===== src/rtl/alu_pkg.sv =====
// rtl/alu_pkg.sv - opcodes, load-sequence states and flag bit positions for alu_seq_top
package alu_pkg;

    localparam logic [5:0] OP_ADD = 6'b100000;
    localparam logic [5:0] OP_SUB = 6'b100010;
    localparam logic [5:0] OP_AND = 6'b100100;
    localparam logic [5:0] OP_OR  = 6'b100101;
    localparam logic [5:0] OP_XOR = 6'b100110;
    localparam logic [5:0] OP_NOR = 6'b100111;
    localparam logic [5:0] OP_SRL = 6'b000010;
    localparam logic [5:0] OP_SRA = 6'b000011;

    typedef enum logic [1:0] {
        WAIT_A  = 2'd0,
        WAIT_B  = 2'd1,
        WAIT_OP = 2'd2,
        RESULT  = 2'd3
    } state_t;

    // FLAGS is packed {N,Z,C,V}
    localparam int FLAG_N = 3;
    localparam int FLAG_Z = 2;
    localparam int FLAG_C = 1;
    localparam int FLAG_V = 0;

endpackage


===== src/rtl/alu_core.sv =====
// rtl/alu_core.sv - combinational ALU {a,b,op} -> result; ALU_FLAGS_EN adds {N,Z,C,V}
module alu_core
    import alu_pkg::*;
#(
    parameter int SIZEDATA = 8,
    parameter int SIZEOP   = 6
) (
    input  logic [SIZEDATA-1:0] a,
    input  logic [SIZEDATA-1:0] b,
    input  logic [SIZEOP-1:0]   op,
    output logic [SIZEDATA-1:0] result
`ifdef ALU_FLAGS_EN
    ,
    output logic [3:0]          flags
`endif
);

    localparam logic [SIZEDATA:0] WIDTH = (SIZEDATA+1)'(SIZEDATA);

    // Shift distances at or beyond the word width saturate rather than wrap
    logic                       shift_over;
    logic signed [SIZEDATA-1:0] sra_val;

    assign shift_over = ({1'b0, b} >= WIDTH);
    assign sra_val    = $signed(a) >>> b;

    always_comb begin
        result = '0;
        case (op)
            SIZEOP'(OP_ADD): result = a + b;
            SIZEOP'(OP_SUB): result = a - b;
            SIZEOP'(OP_AND): result = a & b;
            SIZEOP'(OP_OR):  result = a | b;
            SIZEOP'(OP_XOR): result = a ^ b;
            SIZEOP'(OP_NOR): result = ~(a | b);
            SIZEOP'(OP_SRL): result = shift_over ? '0 : (a >> b);
            SIZEOP'(OP_SRA): result = shift_over ? {SIZEDATA{a[SIZEDATA-1]}} : sra_val;
            default:         result = '0;
        endcase
    end

`ifdef ALU_FLAGS_EN
    logic [SIZEDATA:0] sum_ext;

    assign sum_ext = {1'b0, a} + {1'b0, b};

    always_comb begin
        flags         = '0;
        flags[FLAG_N] = result[SIZEDATA-1];
        flags[FLAG_Z] = (result == '0);
        if (op == SIZEOP'(OP_ADD)) begin
            flags[FLAG_C] = sum_ext[SIZEDATA];
            flags[FLAG_V] = (a[SIZEDATA-1] == b[SIZEDATA-1]) && (result[SIZEDATA-1] != a[SIZEDATA-1]);
        end else if (op == SIZEOP'(OP_SUB)) begin
            // C reports a borrow, i.e. a < b unsigned
            flags[FLAG_C] = (a < b);
            flags[FLAG_V] = (a[SIZEDATA-1] != b[SIZEDATA-1]) && (result[SIZEDATA-1] != a[SIZEDATA-1]);
        end
    end
`endif

endmodule


===== src/rtl/alu_seq_top.sv =====
// rtl/alu_seq_top.sv - button-sequenced ALU front-end (sync, edge detect, load FSM); ALU_FLAGS_EN adds FLAGS
module alu_seq_top
    import alu_pkg::*;
#(
    parameter int SIZEDATA    = 8,
    parameter int SIZEOP      = 6,
    parameter int SYNC_STAGES = 2
) (
    input  logic                CLK,
    input  logic                RESET_N,
    input  logic [SIZEDATA-1:0] SWITCHES,
    input  logic [2:0]          BUTTONS,
    output logic [SIZEDATA-1:0] LEDS,
    output logic                VALID,
    output logic [1:0]          STATE
`ifdef ALU_FLAGS_EN
    ,
    output logic [3:0]          FLAGS
`endif
);

    generate
        if (SIZEDATA < SIZEOP) begin : g_bad_size
            $error("alu_seq_top: SIZEDATA must be >= SIZEOP");
        end
        if (SYNC_STAGES < 2) begin : g_bad_sync
            $error("alu_seq_top: SYNC_STAGES must be >= 2");
        end
    endgenerate

    logic [2:0]          sync_q [SYNC_STAGES];
    logic [2:0]          btn_prev;
    logic [2:0]          press;
    state_t              state_q, state_d;
    logic                load_a, load_b, load_op, load_res;
    logic [SIZEDATA-1:0] a_q, b_q;
    logic [SIZEOP-1:0]   op_q;
    logic [SIZEDATA-1:0] core_result;
`ifdef ALU_FLAGS_EN
    logic [3:0]          core_flags;
`endif

    // Reset clears the chains, so a button held through reset release reads as a fresh press
    always_ff @(posedge CLK) begin
        if (!RESET_N) begin
            for (int i = 0; i < SYNC_STAGES; i++) sync_q[i] <= '0;
            btn_prev <= '0;
        end else begin
            sync_q[0] <= BUTTONS;
            for (int i = 1; i < SYNC_STAGES; i++) sync_q[i] <= sync_q[i-1];
            btn_prev <= sync_q[SYNC_STAGES-1];
        end
    end

    assign press = sync_q[SYNC_STAGES-1] & ~btn_prev;

    always_ff @(posedge CLK) begin
        if (!RESET_N) state_q <= WAIT_A;
        else          state_q <= state_d;
    end

    // Only a lone press pulse is honoured; simultaneous pulses are dropped as ambiguous
    always_comb begin
        state_d  = state_q;
        load_a   = 1'b0;
        load_b   = 1'b0;
        load_op  = 1'b0;
        load_res = 1'b0;
        case (state_q)
            WAIT_A: if (press == 3'b001) begin
                load_a  = 1'b1;
                state_d = WAIT_B;
            end
            WAIT_B: if (press == 3'b010) begin
                load_b  = 1'b1;
                state_d = WAIT_OP;
            end
            WAIT_OP: if (press == 3'b100) begin
                load_op = 1'b1;
                state_d = RESULT;
            end
            RESULT: begin
                if (press == 3'b001) begin
                    load_a  = 1'b1;
                    state_d = WAIT_B;
                end else if (press == 3'b100) begin
                    load_op = 1'b1;
                end else if (!VALID) begin
                    load_res = 1'b1;
                end
            end
            default: state_d = WAIT_A;
        endcase
    end

    alu_core #(
        .SIZEDATA (SIZEDATA),
        .SIZEOP   (SIZEOP)
    ) u_core (
        .a      (a_q),
        .b      (b_q),
        .op     (op_q),
        .result (core_result)
`ifdef ALU_FLAGS_EN
        ,
        .flags  (core_flags)
`endif
    );

    always_ff @(posedge CLK) begin
        if (!RESET_N) begin
            a_q   <= '0;
            b_q   <= '0;
            op_q  <= '0;
            LEDS  <= '0;
            VALID <= 1'b0;
`ifdef ALU_FLAGS_EN
            FLAGS <= '0;
`endif
        end else begin
            if (load_a)  a_q  <= SWITCHES;
            if (load_b)  b_q  <= SWITCHES;
            if (load_op) op_q <= SWITCHES[SIZEOP-1:0];
            // LEDS keep the last result while a new operand set is being entered
            if (load_res) begin
                LEDS  <= core_result;
                VALID <= 1'b1;
`ifdef ALU_FLAGS_EN
                FLAGS <= core_flags;
`endif
            end else if (load_a || load_op) begin
                VALID <= 1'b0;
            end
        end
    end

    assign STATE = state_q;

endmodule


===== config.mk =====
export PLATFORM = sky130hd
export DESIGN_NAME = alu_seq_top
export DESIGN_NICKNAME = d
export VERILOG_FILES = /design/src/rtl/alu_pkg.sv /design/src/rtl/alu_core.sv /design/src/rtl/alu_seq_top.sv
export SDC_FILE = /design/constraint.sdc
export NUM_CORES = 1
export LEC_CHECK = 0
export CAP_MARGIN = 20
export CORE_ASPECT_RATIO = 1.2
export CORE_MARGIN = 5
export CORE_UTILIZATION = 60
export DETAILED_ROUTE_END_ITERATION = 10
export PLACE_DENSITY = 0.81
export SETUP_SLACK_MARGIN = 0.4
export SYNTH_ARGS = -nofsm -noshare
export SYNTH_HDL_FRONTEND = slang
export SYNTH_SLANG_ARGS = --single-unit

===== constraint.sdc =====
create_clock -name CLK -period 5.29 [get_ports CLK]
set_input_delay 1.058 -clock CLK [delete_from_list [all_inputs] [get_ports CLK]]
set_output_delay 1.058 -clock CLK [all_outputs]
set_load 0.005 [all_outputs]

After elaboration in Yosys (flattened, before gate mapping)
Memory sizes are Yosys's and may differ from the RTL's.
Index checks and enable logic that the tools add are counted.
- bits in registers: 36
- bits in writable memories: 6
- input bits: 13
- output and inout bits: 11
- word-level logic and storage cells: 67
- memories: 1
- add/subtract/negate cells: 2
- order comparisons: 1
- equal/unequal tests: 17
- shifts and indexed selects: 2
- mux-type cells: 24
- bitwise gates (word level): 8
- reduce and logical (&&, ||, !) cells: 5
- memories (memory ; words ; width ; rd ports ; clocked after memory_dff ; write ports ; RTL line ; RTL):
    sync_q ; 2 ; 3 ; 2 ; 0 ; 2 ; alu_seq_top.sv:31 ; logic [2:0] sync_q [SYNC_STAGES];
- operators by type and width (operator ; count):
    $pmux 8 s8 ; 1
    $eq 6x6->1 const B ; 6
    $mux 8 ; 2
    $mux 1 ; 14
    $eq 6x2->1 const B ; 2
    $add 8x8->8 ; 1
    $and 8x8->8 ; 1
    $ge 8x4->1 const B ; 1
    $not 8->8 ; 1
    $or 8x8->8 ; 1
    $shr 8x8->8 ; 1
    $sshr 8x8->8 ; 1
    $sub 8x8->8 ; 1
    $xor 8x8->8 ; 1
    $mux 2 ; 3
    $mux 3 ; 2
    $pmux 2 s3 ; 1
    $eq 2x2->1 const B ; 2
    $ne 2x2->1 const B ; 2
    $and 3x3->3 ; 1
    $eq 3x1->1 const B ; 1
    $eq 3x2->1 const B ; 1
    $eq 3x3->1 const B ; 1
    $not 3->3 ; 1
    9 further kinds ; 10

Logic depth before layout (Yosys ltp)
Gate-level depths: netlist of run 1.
- word-level depth: 9
- mapped depth: 11
- mapped depth without buffers: 10

Modules after synthesis
Synthesis of run 1 repeated with hierarchy kept, for this count alone.
- cell total of the unflattened synthesis: 373
- area, all modules: 3216.8 um^2
- modules (own cells, without submodules) (module ; times used ; cells each ; area an instance (um^2) ; seq. area each (um^2)):
    alu_seq_top ; 1 ; 159 ; 1681.6 ; 840.8
    alu_core ; 1 ; 214 ; 1535.2 ; 0.0

Least setup slack after synthesis of run 1
No wires, ideal clock.
- path kind: register to register
- start point: register b_q[2]
- end point: register LEDS[5]
- library setup time: 0.122 ns
- arrival: 2.360 ns
- data required time: 5.168 ns
- path slack: 2.808 ns
- stages on the path, launching flop included: 11
- path buffers: 1
- clock period less this slack: 2.482 ns
- path through: dfxtp_1 > clkbuf_1 > clkinv_1 > a31oi_1 > xnor2_1 > ha_1 > and3_1 > a21oi_1 > a31o_2 > a21oi_1 > o311a_1
- cells in the longest elaborated chain, start to end: 3
- elaborated cells on any way between the ends: 8
- classes of those cells: add/sub (2); order compare (1); shift (2); mux (3)
- RTL lines (item ; RTL line ; RTL):
    from (decl) ; alu_seq_top.sv:36 ; logic [SIZEDATA-1:0] a_q, b_q;
    from (signal assigned) ; alu_seq_top.sv:113 ; b_q <= '0;
    from (signal assigned) ; alu_seq_top.sv:122 ; if (load_b) b_q <= SWITCHES;
    $ge 8x4->1, or another cell as far along ; alu_core.sv:24 ; assign shift_over = ({1'b0, b} >= WIDTH);
    $mux 8, on equally long branches ; alu_core.sv:37, alu_core.sv:36 ;
    $pmux 8 s8 (*) ; alu_core.sv:29 ; case (op)
    to (signal assigned) ; alu_seq_top.sv:126 ; LEDS <= core_result;
    to (decl) ; alu_seq_top.sv:13 ; output logic [SIZEDATA-1:0] LEDS,
Every way passes the cells marked *; elsewhere a longest branch is shown, timed or not.
A chain may end at the register's enable or synchronous reset.

Worst setup path after layout of run 1
- start point: register op_q[1]
- end point: register LEDS[4]
- cells in the longest elaborated chain, start to end: 2
- elaborated cells on any way between the ends: 9
- classes of those cells: eq/ne (8); mux (1)
- RTL lines (item ; RTL line ; RTL):
    from (decl) ; alu_seq_top.sv:37 ; logic [SIZEOP-1:0] op_q;
    from (signal assigned) ; alu_seq_top.sv:123 ; if (load_op) op_q <= SWITCHES[SIZEOP-1:0];
    $eq 6x2->1 / $eq 6x6->1 (equally long branches) ; alu_core.sv:29 ;
    $pmux 8 s8 (*) ; alu_core.sv:29 ;
Marked as above.

==> results of run 1 <==
==> power by group through the flow <==
stage               clock network [mW]  registers [mW]  logic, mW
floorplan                            0           0.357      0.191
global placement                     0           0.369      0.241
detailed placement                   0           0.370      0.246
CTS                              0.265           0.363      0.249
global route                     0.281           0.367      0.278
finish                           0.259           0.363      0.252
==> cell usage after synthesis, drive strengths merged, types with 2 or more instances <==
| master | instances | area [µm²] |
|---|---|---|
| a31oi | 6 | 37.54 |
| nor3 | 7 | 35.03 |
| nand3b | 3 | 22.52 |
| nor2b | 8 | 50.05 |
| nor4 | 4 | 61.31 |
| and2 | 12 | 75.07 |
| nand2 | 10 | 37.54 |
| ha | 27 | 337.8 |
| nor2 | 31 | 116.4 |
| clkbuf | 15 | 57.55 |
| or4 | 3 | 26.27 |
| a211oi | 14 | 105.1 |
| o32ai | 3 | 26.28 |
| o21a | 2 | 15.01 |
| o21ai | 10 | 50.05 |
| nand3 | 6 | 30.03 |
| and2b | 2 | 15.01 |
| buf | 6 | 28.77 |
| mux4 | 4 | 90.09 |
| a21oi | 21 | 105.1 |
| a21o | 4 | 30.03 |
| o22ai | 3 | 18.77 |
| nor4b | 2 | 23.77 |
| a32oi | 2 | 17.52 |
| o211ai | 4 | 30.03 |
| o31ai | 2 | 15.01 |
| mux2 | 5 | 56.30 |
| inv | 23 | 86.33 |
| mux2i | 30 | 300.3 |
| and3 | 2 | 12.51 |
| xor2 | 6 | 52.55 |
| a221oi | 3 | 43.80 |
| nand2b | 9 | 56.30 |
| o2111ai | 2 | 17.52 |
| nand4 | 3 | 18.77 |
| a311oi | 5 | 50.04 |
| dfxtp | 42 | 840.8 |
| xnor2 | 13 | 113.9 |
==> worst max-delay path: stages (launching register included) <==
cell      delay (ns)
dfxtp_1         0.94
nor4b_2         0.50
nand2_1         0.15
mux2i_1         0.19
fa_1            0.52
a21o_1          0.19
a21oi_1         0.19
xnor2_1         0.09
a221oi_1        0.27
a311oi_1        0.12
==> final cells by class <==
type	count	area [µm²]	area share, %
clock buffer	5	68.82	1.908
multi-input combinational	284	2248	62.33
tap	62	77.57	2.151
inverter	24	90.09	2.497
clock inverter	3	43.79	1.214
sequential	42	840.8	23.31
timing repair buffer	24	237.7	6.590
==> worst max-delay path by stage <==
stage            start      end  slack, ns  cells past startpoint
6_report       op_q[1]  LEDS[4]       1.97                      9
5_1_grt        op_q[1]  LEDS[6]       1.64                      9
4_1_cts        op_q[1]  LEDS[6]       1.99                      9
3_5_place_dp   op_q[1]  LEDS[4]       2.00                      9
3_3_place_gp   op_q[1]  LEDS[5]       2.08                     10
2_1_floorplan   b_q[2]  LEDS[5]       2.81                     10
==> kinds of logic after synthesis <==
logic type                 share of synthesized area, %
and+or+nand+nor                                   19.20
AOI/OAI and AO/OA                                 19.92
buffers and inverters                             5.402
DFF                                               25.75
muxes                                             13.68
adders and majority gates                         10.96
xor gates and xnor gates                          5.096
==> routing by layer <==
layer	wire length [µm]	part of all wire (%)
met1	3514	41
met2	4014	47
met3	648	7.6
met4	383	4.5
met5	0	0
==> sequential cells by signal, summed over array words and instances (netlist names) <==
signal and flops:
btn_prev 3, VALID 1, LEDS 8, STATE 2, a_q 8, sync_q 6, b_q 8, op_q 6
==> through the flow <==
stage | area (µm²) | power (mW) | setup WS [ns] | hold WS [ns]
finish | 3607 | 0.8739 | 1.971 | 0.4388
global route | 3607 | 0.9247 | 1.642 | 0.4623
CTS | 3607 | 0.8759 | 1.989 | 0.4433
detailed placement | 3495 | 0.6160 | 2.003 | 0.4202
global placement | 3495 | 0.6099 | 2.079 | 0.4142
floorplan | 3266 | 0.5482 | 2.808 | 0.4119
==> impl_metrics.env, run 1 <==
export IMPL_yosysUniqueCellTypes=63
export IMPL_rsz0062_at_grt="false"
export IMPL_die_width_um=77.35
export IMPL_ys_seq_area_share_pct=25.75
export IMPL_cts_made_buffers=5
export IMPL_slew_headroom_pct=35.26
export IMPL_first_global_vias=2750
export IMPL_clock_latency_ns=0.30
export IMPL_syn_num_nets=412
export IMPL_r2r_worst_path_cells=9
export IMPL_outcome="finished, final reports clean"
export IMPL_drcViolationCount=0
export IMPL_grt_usage_pct=24.43
export IMPL_drive_gt1_share_pct=7.330
export IMPL_ys_flop_type="dfxtp_1"
export IMPL_r2r_end="LEDS[4]"
export IMPL_clkTransAtPathRegs_ns=0.09
export IMPL_initial_core_util_pct=61.64
export IMPL_netlist_instances=371
export IMPL_min_path_cells=1
export IMPL_hold_viol=0
export IMPL_period_share_pct=62.73
export IMPL_firstDrtPassIters=5
export IMPL_cts_buffer_depth=2
export IMPL_p_switching_uw=278.4
export IMPL_htree_levels=2
export IMPL_cts_tree="built"
export IMPL_max_cap_violations=0
export IMPL_grt_max_degree=32
export IMPL_grt_antenna_before_repair=0
export IMPL_min_from="sync_q[0][2]"
export IMPL_io_pins=24
export IMPL_vias=2934
export IMPL_gr_usage_met3_pct=4.890
export IMPL_place_hpwl_um=6199
export IMPL_ys_ff_latch=42
export IMPL_routabilityCongestion=0.9910
export IMPL_most_common_layout_cells="dfxtp_1 (42), nor2_1 (31), mux2i_1 (30)"
export IMPL_postCtsSetupRepairBufs=0
export IMPL_nFillCells=445
export IMPL_clockRootBuffer="clkbuf_8"
export IMPL_seqPwrFrac_pct=41.5
export IMPL_synth_area_per_cell_um2=8.802
export IMPL_syn_to_final_growth_pct=10.46
export IMPL_cp_start_kind="register"
export IMPL_fin_tns_setup_ns=0
export IMPL_use_met1_pct=31.38
export IMPL_worstPathRequired_ns=5.44
export IMPL_netlist_area_um2=3266
export IMPL_clock_sinks=42
export IMPL_instances_no_fill=444
export IMPL_min_period_ns=3.319
export IMPL_globalRouteOverflowTotal=0
export IMPL_grt_pass1_wl_um=13950
export IMPL_busiest_layer="met2"
export IMPL_end_kind="register"
export IMPL_p_sw_share_pct=31.86
export IMPL_cts_hold_buf=0
export IMPL_row_count=29
export IMPL_critical_path_class="reg -> reg"
export IMPL_postRouteAntennaNets=0
export IMPL_p_per_area_nw_per_um2=242.3
export IMPL_nets=422
export IMPL_async_reset_ff_share_pct=0
export IMPL_r2r_slack_ns=1.97
export IMPL_p_int_uw=595.5
export IMPL_coreArea_um2=5298
export IMPL_final_setup_viol_count=0
export IMPL_min_path_type="reg -> reg"
export IMPL_tightestPinTransition_ns=0.9701
export IMPL_die_area_um2=7024
export IMPL_ys_warnings_count=0
export IMPL_leakagePower_nw=1.431
export IMPL_vdd_drop_max_mv=0.1403
export IMPL_r2r_start="op_q[1]"
export IMPL_slew_violations=0
export IMPL_clockPowerShare_pct=29.7
export IMPL_layout_commonest_cell="dfxtp_1"
export IMPL_wirelength_um=8561
export IMPL_clock_skew_ns=0.008737
export IMPL_viasPerCell=6.608
export IMPL_crit_fanout=25
export IMPL_portBuffers=23
export IMPL_gr_usage_met2_pct=39.61
export IMPL_fp_dieH_um=90.82
export IMPL_ctsResizeCount=0
export IMPL_combPwrFrac_pct=28.8
export IMPL_synth_edff_count=0
export IMPL_wl_per_cell_um=19.28
export IMPL_drtIter0Drc=317
export IMPL_fin_util_pct=68.09
export IMPL_fmax_mhz=301.3
export IMPL_place_inst=436
export IMPL_worst_ep_arrival_time_ns=3.47
export IMPL_whs_endpoint="sync_q[0][5]"
export IMPL_antenna_cells=0
Note: power is estimated with default switching activity, not from simulation.
==> run 2, diff against run 1 <==
CORE_UTILIZATION = 54   (was 60)
PLACE_DENSITY = 0.77   (was 0.81)
clock period = 2.9 ns   (was 5.29 ns; I/O delays follow)
==> run 2 against run 1 <==
Against the previous run: global-route usage is 0.38 points lower; power is 89% higher; sequential power is 79% higher; critical endpoint is now LEDS[5]; largest power group unchanged; highest routed layer unchanged.
==> impl_metrics.env, run 2 (synthesized netlist as in run 1, its figures left out) <==
export IMPL_clock_sinks=42
export IMPL_finalPower_mw=1.650
export IMPL_worst_ep_arrival_time_ns=2.63
export IMPL_drcViolationCount=0
export IMPL_initial_core_util_pct=54.67
export IMPL_htree_levels=2
export IMPL_die_area_um2=7709
export IMPL_routabilityCongestion=1.051
export IMPL_cp_start_kind="register"
export IMPL_final_area_um2=3852
export IMPL_cts_buffer_depth=2
export IMPL_drtIter0Drc=350
export IMPL_p_int_mw=1.120
export IMPL_placed_area_um2=3632
export IMPL_top_regs="LEDS (8), a_q (8), b_q (8)"
export IMPL_min_period_ns=2.437
export IMPL_globalRouteOverflowTotal=0
export IMPL_pre_cts_ws_ns=0.2850
export IMPL_path_buf_inv=0
export IMPL_grt_antenna_before_repair=0
export IMPL_antenna_cells=0
export IMPL_portBuffers=23
export IMPL_first_global_vias=2901
export IMPL_drive_gt1_share_pct=15.96
export IMPL_clkTransAtPathRegs_ns=0.08
export IMPL_layout_commonest_cell="dfxtp_1"
export IMPL_rsz0062_at_grt="true"
export IMPL_final_setup_viol_count=0
export IMPL_coreArea_um2=5973
export IMPL_r2r_slack_ns=0.46
export IMPL_seqPwrFrac_pct=39.4
export IMPL_clock_skew_ns=0.005470
export IMPL_p_switching_uw=529.5
export IMPL_instances_no_fill=483
export IMPL_grt_usage_pct=24.06
export IMPL_io_pins=24
export IMPL_p_per_area_nw_per_um2=428.3
export IMPL_fin_tns_setup_ns=0
export IMPL_slew_violations=0
export IMPL_fin_ws_ns=0.4627
export IMPL_fin_util_pct=64.50
export IMPL_cts_hold_buf=0
export IMPL_hold_slack_ns=0.4404
export IMPL_worstPathRequired_ns=3.10
export IMPL_nets=441
export IMPL_fmax_mhz=410.3
export IMPL_firstDrtPassIters=6
export IMPL_hold_viol=0
export IMPL_cp_slowest_stage_delay_ns=0.37
export IMPL_viasPerCell=6.159
export IMPL_cts_made_buffers=5
export IMPL_syn_to_final_growth_pct=17.97
export IMPL_place_hpwl_um=6464
export IMPL_min_path_type="reg -> reg"
export IMPL_vdd_drop_max_mv=0.3619
export IMPL_clock_latency_ns=0.30
export IMPL_clockRootBuffer="clkbuf_8"
export IMPL_max_cap_violations=0
export IMPL_crit_fanout=6
export IMPL_critical_path_class="reg -> reg"
export IMPL_cts_tree="built"
export IMPL_grt_pass1_wl_um=14250
export IMPL_die_width_um=80.99
export IMPL_leakagePower_nw=1.528
export IMPL_grt_max_degree=25
export IMPL_row_count=31
export IMPL_period_share_pct=84.04
export IMPL_fp_dieH_um=95.19
export IMPL_place_inst=471
export IMPL_vias=2975
export IMPL_outcome="finished, final reports clean"
export IMPL_wl_per_cell_um=18.20
export IMPL_postRouteAntennaNets=0
export IMPL_p_sw_share_pct=32.09
export IMPL_end_kind="register"
export IMPL_slowest_stage="dfxtp_4"
export IMPL_most_common_layout_cells="dfxtp_1 (38), nor2_1 (31), mux2i_1 (30)"
export IMPL_wirelength_um=8793
export IMPL_tightestPinTransition_ns=0.7460
export IMPL_slew_headroom_pct=50.12
export IMPL_path_delay_family="simple AND/OR/NAND/NOR gates"
export IMPL_path_cells="nor4b_4 -> and2_4 -> a31oi_1 -> xnor2_1 -> ha_1 -> and3_4 -> a21oi_4 -> a31o_2 -> a21oi_1 -> o311a_1"
export IMPL_clockPowerShare_pct=28.2
export IMPL_combPwrFrac_pct=32.4
## run 2: cell types whose count changed in the layout (fill, tap and decap cells not counted), moves of 2 or more
cell	before	now
a21oi_1	21	16
a21oi_2	0	4
buf_4	1	20
dfxtp_1	42	38
dfxtp_2	0	2
dfxtp_4	0	2
ha_1	27	25
ha_2	0	2
o21ai_0	10	8
## run 2: per-layer routing
| metal | global-route usage, % | share of wire (%) | wire length [µm] |
|---|---|---|---|
| met5 | 0 | 0 | 0 |
| met4 | 10.85 | 4.3 | 376 |
| met3 | 4.064 | 8.6 | 760 |
| met2 | 39.11 | 47 | 4107 |
| met1 | 31.00 | 40 | 3548 |
## run 2: final cells by class
| cell class | instances | area (µm²) |
|---|---|---|
| inverter | 24 | 90.09 |
| clock inverter | 2 | 37.54 |
| timing repair buffer | 43 | 380.4 |
| tap | 82 | 102.6 |
| clock buffer | 6 | 72.57 |
| sequential | 42 | 850.8 |
| fill | 529 | 2121 |
| multi-input combinational | 284 | 2318 |
## run 2: worst paths after layout
kind                                    from           end  depth (start not counted)
worst max-delay path                 op_q[4]       LEDS[5]                         10
worst min-delay path            sync_q[0][2]  sync_q[0][5]                          1
worst max register to register       op_q[4]       LEDS[5]                         10
worst min register to register  sync_q[0][2]  sync_q[0][5]                          1
## run 2: power by group through the flow
stage | combinational (mW) | sequential, mW | clock (mW)
CTS | 0.484 | 0.651 | 0.477
detailed placement | 0.478 | 0.663 | 0
floorplan | 0.348 | 0.652 | 0
global placement | 0.467 | 0.661 | 0
global route | 0.581 | 0.655 | 0.509
finish | 0.535 | 0.650 | 0.465
## run 2: what timing repair did
item                                    CTS  global route
hold endpoints to repair                  0             0
resized for setup                         6            18
endpoints found under the setup margin    4             5
buffers inserted                          0             4
pin swaps                                 0            19
==> run 3, diff against run 2 <==
CORE_UTILIZATION = 59   (was 54)
PLACE_DENSITY = 0.8   (was 0.77)
clock period = 2.3 ns   (was 2.9 ns; I/O delays follow)
==> run 3 against run 2 <==
Against the previous run: the run now ends with setup timing left; final cell count rose by 1.7%; worst hold slack hardly changed; power rose by 31%; design area up 8.9%; worst setup slack got worse by 0.60 ns; clock skew up 0.0025 ns; sequential cell count did not move; global-route usage rose by 2.6 points; sequential power is 25% higher; critical endpoint is now LEDS[4]; highest routed layer unchanged.
==> impl_metrics.env, run 3 (synthesized netlist as in run 1, its figures left out) <==
export IMPL_fin_util_pct=78.63
export IMPL_whs_endpoint="sync_q[0][4]"
export IMPL_drtIter0Drc=255
export IMPL_leakagePower_nw=1.721
export IMPL_cp_start_kind="register"
export IMPL_place_hpwl_um=6991
export IMPL_row_count=29
export IMPL_firstDrtPassIters=6
export IMPL_gr_usage_met2_pct=45.75
export IMPL_period_share_pct=105.8
export IMPL_initial_core_util_pct=61.22
export IMPL_seqCellArea_um2=854.6
export IMPL_p_sw_share_pct=32.07
export IMPL_rsz0062_at_grt="true"
export IMPL_p_int_mw=1.470
export IMPL_use_met1_pct=34.08
export IMPL_die_area_um2=7129
export IMPL_hold_viol=0
export IMPL_p_switching_uw=694.3
export IMPL_final_setup_viol_count=4
export IMPL_routabilityCongestion=0.9472
export IMPL_htree_levels=2
export IMPL_tightestPinTransition_ns=0.7647
export IMPL_wirelength_um=9557
export IMPL_min_period_ns=2.433
export IMPL_fmax_mhz=410.9
export IMPL_busiest_layer="met2"
export IMPL_grt_usage_pct=26.69
export IMPL_gr_usage_met3_pct=3.465
export IMPL_first_global_vias=3027
export IMPL_grt_antenna_before_repair=0
export IMPL_min_from="sync_q[0][1]"
export IMPL_finalPower_mw=2.165
export IMPL_end_kind="register"
export IMPL_fp_dieH_um=91.50
export IMPL_outcome="finished with violations"
export IMPL_clock_latency_ns=0.30
export IMPL_fin_ws_ns=-0.1334
export IMPL_final_area_um2=4194
export IMPL_p_per_area_nw_per_um2=516.1
export IMPL_clock_sinks=42
export IMPL_cts_hold_buf=0
export IMPL_syn_to_final_growth_pct=28.43
export IMPL_combPwrFrac_pct=35.2
export IMPL_clockRootBuffer="clkbuf_8"
export IMPL_r2r_slack_ns=-0.13
export IMPL_die_width_um=77.92
export IMPL_vias=3141
export IMPL_most_common_layout_cells="buf_4 (42), dfxtp_1 (35), nor2_1 (30)"
export IMPL_layout_commonest_cell="buf_4"
export IMPL_slew_headroom_pct=47.70
export IMPL_grt_max_degree=24
export IMPL_portBuffers=23
export IMPL_nFillCells=366
export IMPL_clkTransAtPathRegs_ns=0.08
export IMPL_vdd_drop_max_mv=0.3516
export IMPL_viasPerCell=6.397
export IMPL_cts_buffer_depth=2
export IMPL_pre_cts_ws_ns=-0.09943
export IMPL_instances_no_fill=491
export IMPL_drive_gt1_share_pct=24.94
export IMPL_r2r_worst_path_cells=10
export IMPL_max_cap_violations=0
export IMPL_min_path_type="reg -> reg"
export IMPL_clock_skew_ns=0.007964
export IMPL_placed_area_um2=3826
export IMPL_coreArea_um2=5334
export IMPL_cts_tree="built"
export IMPL_multi_input_area_um2=2419
export IMPL_slew_violations=0
export IMPL_min_path_cells=1
export IMPL_grt_pass1_wl_um=15530
export IMPL_top_regs="LEDS (8), a_q (8), b_q (8)"
export IMPL_clockPowerShare_pct=27.2
export IMPL_postRouteAntennaNets=0
export IMPL_r2r_start="op_q[2]"
export IMPL_worstPathRequired_ns=2.47
export IMPL_io_pins=24
export IMPL_drcViolationCount=0
export IMPL_antenna_cells=0
export IMPL_worst_ep_arrival_time_ns=2.61
export IMPL_critical_path_class="reg -> reg"
export IMPL_place_inst=475
export IMPL_nets=469
export IMPL_wl_per_cell_um=19.46
export IMPL_cts_made_buffers=5
export IMPL_globalRouteOverflowTotal=0
export IMPL_crit_fanout=3
export IMPL_violations="setup timing"
export IMPL_r2r_end="LEDS[4]"
export IMPL_seqPwrFrac_pct=37.6
==> run 3: changes by cell type in the layout (fill, tap and decap cells not counted), sizes merged <==
cell / before / now
bufbuf: 0 / 1
buf: 20 / 47
==> run 3: worst max-delay path by stage <==
stage,slack (ns),from,cells after the start,to
6_report,-0.13,op_q[2],10,LEDS[4]
4_1_cts,-0.09,op_q[3],10,LEDS[5]
5_1_grt,-0.21,op_q[2],10,LEDS[5]
2_1_floorplan,0.0007,op_q[4],10,LEDS[5]
3_5_place_dp,-0.1,op_q[4],10,LEDS[5]
3_3_place_gp,-0.03,op_q[4],10,LEDS[5]
==> run 3: power by group through the flow <==
stage	registers [mW]	clock network (mW)	logic (mW)
4_1_cts	0.815	0.600	0.690
5_1_grt	0.822	0.633	0.829
6_report	0.813	0.589	0.762
2_1_floorplan	0.823	0	0.456
3_5_place_dp	0.831	0	0.660
3_3_place_gp	0.829	0	0.645
==> run 3: final cells by class <==
type                       instances  share of cell area (%)
multi-input combinational        284                   57.67
sequential                        42                   20.38
timing repair buffer              71                   15.33
inverter                          24                   2.148
tap                               62                   1.850
clock buffer                       6                   1.730
clock inverter                     2                  0.8950
==> run 3: what timing repair did <==
item	4_1_cts	5_1_grt
buffers inserted	3	4
pin swaps	7	15
gates resized for setup	16	21
cloned	1	0
setup endpoints to repair	17	8
==> run 3: metrics by stage <==
step	hold WS (ns)	setup TNS, ns
2_1_floorplan	0.4119	0
5_1_grt	0.4595	-0.8556
3_5_place_dp	0.4241	-0.2230
4_1_cts	0.4444	-0.3263
3_3_place_gp	0.4142	-0.06345
6_report	0.4406	-0.4537
==> run 3: worst max-delay path, stage by stage (launching register included) <==
cell and delay [ns]:
dfxtp_4 0.35, nor4b_4 0.32, buf_4 0.19, nand2_4 0.06
mux2i_4 0.20, fa_2 0.38, a21o_1 0.18, a21oi_2 0.14
xnor2_1 0.07, a221oi_1 0.27, a311oi_1 0.13
==> run 3: per-layer routing <==
layer | wire length, µm | up-vias
li1 | - | 1479
met1 | 3873 | 1457
met2 | 4578 | 160
met3 | 659 | 45
met4 | 446 | 0
met5 | 0 | -
